File: src/rtl/psum_binarize_packer.sv
// Sums NUM_CHANNELS psum beats per pixel with saturation, thresholds each pixel
// into one activation bit and packs PACK_WIDTH bits (LSB = oldest) per output word.
module psum_binarize_packer #(
  parameter int PSUM_DATA_WIDTH = 12,
  parameter int ACC_WIDTH       = 20,
  parameter int NUM_CHANNELS    = 4,
  parameter int PACK_WIDTH      = 8,
  parameter logic signed [ACC_WIDTH-1:0] THRESHOLD = '0
) (
  input  logic                               clk,
  input  logic                               reset_n,
  input  logic                               in_valid,
  output logic                               in_ready,
  input  logic [PSUM_DATA_WIDTH-1:0]         in_psum,
  input  logic                               in_last,
  output logic                               out_valid,
  input  logic                               out_ready,
  output logic [PACK_WIDTH-1:0]              out_bits,
  output logic [$clog2(PACK_WIDTH+1)-1:0]    out_count,
  output logic                               out_last
);
  localparam int CNT_W = $clog2(PACK_WIDTH+1);
  localparam int CH_W  = (NUM_CHANNELS > 1) ? $clog2(NUM_CHANNELS) : 1;
  localparam int BIT_W = $clog2(PACK_WIDTH);
  localparam logic signed [ACC_WIDTH-1:0] ACC_MAX = {1'b0, {(ACC_WIDTH-1){1'b1}}};
  localparam logic signed [ACC_WIDTH-1:0] ACC_MIN = {1'b1, {(ACC_WIDTH-1){1'b0}}};

  typedef struct packed {
    logic                  vld;
    logic [PACK_WIDTH-1:0] bits;
    logic [CNT_W-1:0]      count;
    logic                  last;
  } out_word_t;

  out_word_t                   ow;
  logic signed [ACC_WIDTH-1:0] acc;
  logic [CH_W-1:0]             ch_cnt;
  logic [BIT_W-1:0]            bit_cnt;
  logic [PACK_WIDTH-1:0]       pack_reg;

  logic                        in_acc, pixel_beat, word_close, act_bit;
  logic [ACC_WIDTH:0]          sum_ext;
  logic signed [ACC_WIDTH-1:0] sum_sat;
  logic [PACK_WIDTH-1:0]       new_word;

  assign in_ready   = !ow.vld | out_ready;
  assign in_acc     = in_valid & in_ready;
  assign pixel_beat = (ch_cnt == CH_W'(NUM_CHANNELS-1));
  assign word_close = in_acc & pixel_beat & ((bit_cnt == BIT_W'(PACK_WIDTH-1)) | in_last);

  // One extra bit of headroom: overflow shows as a mismatch of the top two bits.
  assign sum_ext = {acc[ACC_WIDTH-1], acc}
                 + {{(ACC_WIDTH+1-PSUM_DATA_WIDTH){in_psum[PSUM_DATA_WIDTH-1]}}, in_psum};

  always_comb begin
    sum_sat = sum_ext[ACC_WIDTH-1:0];
    if (sum_ext[ACC_WIDTH] != sum_ext[ACC_WIDTH-1])
      sum_sat = sum_ext[ACC_WIDTH] ? ACC_MIN : ACC_MAX;
  end

  assign act_bit  = (sum_sat >= THRESHOLD);
  assign new_word = pack_reg | (PACK_WIDTH'(act_bit) << bit_cnt);

  always_ff @(posedge clk or negedge reset_n) begin
    if (!reset_n) begin
      acc      <= '0;
      ch_cnt   <= '0;
      bit_cnt  <= '0;
      pack_reg <= '0;
    end else if (in_acc) begin
      if (!pixel_beat) begin
        acc    <= sum_sat;
        ch_cnt <= ch_cnt + CH_W'(1);
      end else begin
        acc    <= '0;
        ch_cnt <= '0;
        if (word_close) begin
          pack_reg <= '0;
          bit_cnt  <= '0;
        end else begin
          pack_reg <= new_word;
          bit_cnt  <= bit_cnt + BIT_W'(1);
        end
      end
    end
  end

  // A closing word overrides the drop of out_valid so back-to-back words have no bubble.
  always_ff @(posedge clk or negedge reset_n) begin
    if (!reset_n) begin
      ow <= '0;
    end else if (word_close) begin
      ow.vld   <= 1'b1;
      ow.bits  <= new_word;
      ow.count <= CNT_W'(bit_cnt) + CNT_W'(1);
      ow.last  <= in_last;
    end else if (ow.vld && out_ready) begin
      ow.vld <= 1'b0;
    end
  end

  assign out_valid = ow.vld;
  assign out_bits  = ow.bits;
  assign out_count = ow.count;
  assign out_last  = ow.last;
endmodule

File: config.mk
export PLATFORM = sky130hd
export DESIGN_NAME = psum_binarize_packer
export DESIGN_NICKNAME = d
export VERILOG_FILES = /design/src/rtl/psum_binarize_packer.sv
export SDC_FILE = /design/constraint.sdc
export NUM_CORES = 1
export LEC_CHECK = 0
export CORE_MARGIN = 5
export CORE_UTILIZATION = 55
export CTS_CLUSTER_SIZE = 12
export DETAILED_ROUTE_END_ITERATION = 10
export HOLD_SLACK_MARGIN = 0.15
export PLACE_DENSITY = 0.78
export SLEW_MARGIN = 20
export SYNTH_ARGS = -nofsm -noshare
export SYNTH_HDL_FRONTEND = slang
export SYNTH_SLANG_ARGS = --single-unit
export TNS_END_PERCENT = 10
File: constraint.sdc
create_clock -name clk -period 3.2 [get_ports clk]
set_input_delay 0.64 -clock clk [delete_from_list [all_inputs] [get_ports clk]]
set_output_delay 0.64 -clock clk [all_outputs]
set_load 0.005 [all_outputs]
== Word-level counts from Yosys, hierarchy flattened ==
Index checks and enable logic that the tools add are counted.

* Add/subtract/negate cells: 4
* $lt $le $gt $ge: 1
* Equal/unequal tests: 3
* Shift operators: 1
* Multiplexer cells: 8
* Bitwise gates (word level): 6
* Reduce and logical (&&, ||, !) cells: 4

{| class="wikitable"
|+ Operators with widths
! kind !! number
|-
| $mux 20 || 3
|-
| $add 20x12->21 || 1
|-
| $ge 20x1->1 const B || 1
|-
| $mux 8 || 1
|-
| $or 8x8->8 || 1
|-
| $shl 1x3->8 || 1
|-
| $add 3x1->4 const B || 1
|-
| $add 3x1->3 const B || 1
|-
| $and 1x1->1 || 3
|-
| $eq 3x3->1 const B || 1
|-
| $mux 3 || 1
|-
| $add 2x1->2 const B || 1
|-
| $eq 2x2->1 const B || 1
|-
| $mux 1 || 2
|-
| $mux 2 || 1
|-
| $or 1x1->1 || 2
|-
| $reduce_and 2->1 || 1
|-
| $reduce_bool 2->1 || 1
|-
| $logic_and 1x1->1 || 1
|-
| $logic_not 1->1 || 1
|-
| $ne 1x1->1 || 1
|}

* Bits in registers: 47
* Input port bits: 17

== Longest topological paths before layout ==
* Depth in word-level cells: 7
* Gate-level depth with buffers: 11
* Gate-level depth less buffers: 10

== Worst setup path before layout ==
Ideal clock, no wire load.

* Kind: input -> register
* Start: input port in_psum[0]
* End: register acc[4]
* Setup time: 121 ps
* Arrival time: 2779 ps
* Required time: 3079 ps
* Path slack: 300 ps
* Cell stages on the path: 10
* Cells stage by stage: ha_1 fa_1 a211oi_1 o31a_1 nor3b_2 o41ai_4 a21oi_2 buf_4 maj3_2 a22o_1

* Word-level cells in the longest chain between the ends: 4
* Elaborated cells on any way between the ends: 5

{| class="wikitable"
|+ RTL lines
! element !! RTL line !! source
|-
| start, declared || 14 || <nowiki>input logic [PSUM_DATA_WIDTH-1:0] in_psum,</nowiki>
|-
| $add 20x12->21 * || 53 || <nowiki>+ {{(ACC_WIDTH+1-PSUM_DATA_WIDTH){in_psum[PSUM_DATA_WIDTH-1]}}, in_psum};</nowiki>
|-
| $mux 20 / $ne 1x1->1 (equally long branches) || 58, 57 ||
|-
| $mux 20 * || 57 || <nowiki>if (sum_ext[ACC_WIDTH] != sum_ext[ACC_WIDTH-1])</nowiki>
|-
| $mux 20 * || 71 || <nowiki>if (!pixel_beat) begin</nowiki>
|-
| end signal, assigned || 72 || <nowiki>acc <= sum_sat;</nowiki>
|-
| end, declared || 36 || <nowiki>logic signed [ACC_WIDTH-1:0] acc;</nowiki>
|}

Every way passes the cells marked *; elsewhere a longest branch is shown, timed or not.
A chain may end at the register's enable or synchronous reset.

== Worst setup path after layout ==
* Start: input port in_psum[0]
* End: register acc[3]

Same word-level chain as after synthesis.

==> flow_summary.yaml <==
status:
  status: "completed"
worst_setup_path:
  crit_end: "acc[3]$_DFFE_PN0P_"
  setup.worst_path.end_class: "flop"
  critical_path.max_stage_delay_ns: 0.41
  crit_slowest_cell: "clkdlybuf4s50_1"
  worstReg2RegStart: "acc[0]$_DFFE_PN0P_"
  r2r_slack_ns: 0.40
  startpoint: "in_psum[0]"
  crit_required_ns: 3.39
  worstSetupStartpointType: "primary input"
  cpLargestDelayFamily: "compound AO/OA/AOI/OAI gates"
  path_cells: "clkdlybuf4s50_1, ha_2, fa_2, a211oi_2, o31a_1, nor3b_2, o41ai_4, a21oi_2, buf_4, maj3_1, a22o_1"
  worstSetupPathType: "primary input to flop"
  timing.rr.end: "acc[3]$_DFFE_PN0P_"
  cp_max_fo: 4
  critPathBufInv: 2
  worstPathArrival_ns: 3.36
  reg2regPathDepth: 10
  worst-path-stages: 11
global_routing:
  grt_pass1_wl_um: 12900
  grt_overflow_total: 0
  antenna_found_initial: 0
  grt_pass1_vias: 2755
  grt_usage: 0.226
  grt_max_degree: 35
clock_network:
  clk_path_buf_depth: 2
  hold_buffers: 0
  clkLatencyLatePin_ns: 0.30
  cts.sinks: 47
  cts_tree: "built"
  path_clk_slew_ns: 0.09
  cts_made_buffers: 5
  clockRootBuffer: "clkbuf_8"
  htreeDepth: 2
timing:
  fmax_mhz: 316
  slew_headroom: 0.616
  tightestPinTransition_ns: 0.572
  rsz0062_at_grt: "true"
  finClkSkew_ns: 0.00512
  finalSetupTns_ns: 0
  slew_viol_final: 0
  fin_crit_sh: 0.989
  hold_violations: 0
  fin_crit_ns: 3.16
  setup_viol: 0
synthesis:
  yosys_warnings: 0
  synth_area_um2: 2960
  postSynthAreaPerCell_um2: 9.38
  syn-instance-count: 315
  ys_ff_latch: 47
  yosysSeqAreaShare: 0.398
  synth_nets: 356
  synth_edf_count: 0
  ys_types: 48
  synth-main-ff-cell: "dfrtp_1"
  synthArstFlopShare: 1.00
routing:
  vias: 2638
  drt-wirelength-per-cell_um: 16.3
  routed_via_density: 5.67
  drt_iter0_markers: 108
  drc: 0
  wl_um: 7560
  ant_nets: 0
  firstDrtPassIters: 4
place:
  placed_cells: 455
  port_buffers: 31
  hpwl_um: 5570
  gp_congestion: 0.914
power_and_ir_drop:
  ir_worst_vdd_v: 0.000620
  p_leak_nw: 1.84
  p_per_area_nw_per_um2: 1060
floorplan:
  initial_core_util: 0.571
  fp.dieW_um: 83.3
  dieArea_um2: 6940
  core_area_um2: 5170
  row_count: 26
  die_y_um: 83.3
  io_pins: 32
cells_and_area:
  final_core_util: 0.744
  antenna_cells: 0
  layout.cells.non_filler: 465
  largest_reg_flops: 20
  area.growth.synth_to_final_pct: 30.2
  fin_nets: 435
  drive_gt1_frac: 0.208
job:
  maxCapViolations: 0
worst_hold_path:
  worstHoldPathType: "primary input to async pin"
## synth_stat cells, types with 4 or more instances
| cell type | instances | area, um^2 |
|---|---|---|
| xor2_1 | 8 | 70.1 |
| nand2b_1 | 4 | 25.0 |
| a221o_1 | 9 | 90.1 |
| a21oi_1 | 31 | 155 |
| a21o_1 | 11 | 82.6 |
| nor2b_1 | 5 | 31.3 |
| o21ai_0 | 31 | 155 |
| nand2_1 | 36 | 135 |
| ha_1 | 23 | 288 |
| and3_1 | 7 | 43.8 |
| dfrtp_1 | 47 | 1180 |
| a22o_1 | 4 | 35.0 |
| nor2_1 | 21 | 78.8 |
| clkbuf_1 | 9 | 33.8 |
| a31oi_1 | 11 | 68.8 |
| xnor2_1 | 8 | 70.1 |
## worst min-delay path by stage
stage | cells after the start | to
2_1_floorplan | 0 | acc[0]$_DFFE_PN0P_
3_3_place_gp | 2 | out_count[2]$_DFFE_PN0P_
3_5_place_dp | 2 | out_count[2]$_DFFE_PN0P_
4_1_cts | 1 | acc[12]$_DFFE_PN0P_
5_1_grt | 1 | acc[9]$_DFFE_PN0P_
6_report | 1 | acc[9]$_DFFE_PN0P_
## area by class of cell
| class | count | area [um^2] |
|---|---|---|
| Multi-Input combinational cell | 251 | 1720 |
| Fill cell | 363 | 1320 |
| Sequential cell | 47 | 1180 |
| Timing Repair Buffer | 86 | 718 |
| Tap cell | 70 | 87.6 |
| Clock buffer | 6 | 72.6 |
| Clock inverter | 2 | 60.1 |
| Inverter | 3 | 11.3 |
## what timing repair did
item	4_1_cts	5_1_grt
pin swaps	0	4
gates resized for setup	1	12
setup buffers	0	2
endpoints found under the setup margin	2	26
## stage by stage
| step | hold slack, ns | power (W) | setup WS, ns | instance area [um^2] |
|---|---|---|---|---|
| after floorplan | 0.344 | 0.00255 | 0.300 | 2960 |
| after global placement | 0.461 | 0.00338 | -0.183 | 3680 |
| after detailed placement | 0.464 | 0.00346 | -0.254 | 3680 |
| after CTS | 0.234 | 0.00402 | 0.0396 | 3820 |
| after global routing | 0.242 | 0.00441 | -0.0669 | 3850 |
| final | 0.233 | 0.00408 | 0.0352 | 3850 |
## metal layers
metal,share of wire,GRT usage,vias up
met4,0.011,0.0609,0
met2,0.48,0.366,52
li1,-,-,1311
met5,0,0,-
met1,0.47,0.305,1267
met3,0.040,0.0495,8
## layout by cell type (no fill, tap or decap), types with 3 or more instances in the layout
| cell type | instances |
|---|---|
| xnor2_1 | 8 |
| clkdlybuf4s50_1 | 30 |
| a21o_1 | 11 |
| inv_1 | 3 |
| ha_1 | 22 |
| nor2_1 | 21 |
| a221o_1 | 9 |
| a21oi_1 | 31 |
| and3_1 | 7 |
| dfrtp_1 | 47 |
| clkbuf_8 | 5 |
| xor2_1 | 8 |
| a31oi_1 | 11 |
| nor3_1 | 3 |
| buf_4 | 55 |
| a21oi_2 | 3 |
| a22o_1 | 4 |
| o21ai_0 | 25 |
| nand2_1 | 36 |
| nor2b_1 | 5 |
| nand3_1 | 3 |
| nand2b_1 | 4 |
| o21ai_1 | 7 |
## power breakdown
part | leakage, nW | total, W | switching, W | internal, W
clock | 0.0654 | 0.000513 | 0.000201 | 0.000312
sequential | 0.594 | 0.000989 | 0.000167 | 0.000822
combinational | 1.18 | 0.00258 | 0.00127 | 0.00131
## cell families after synthesis
| group | synth area share |
|---|---|
| AND/OR/NAND/NOR | 0.136 |
| XOR/XNOR | 0.0529 |
| buffers and inverters | 0.0267 |
| flip-flops | 0.398 |
| AO/OA/AOI/OAI | 0.264 |
| multiplexers | 0.00381 |
| adder cells (fa/ha/maj) | 0.119 |
Power figures use the tool's default switching activity.
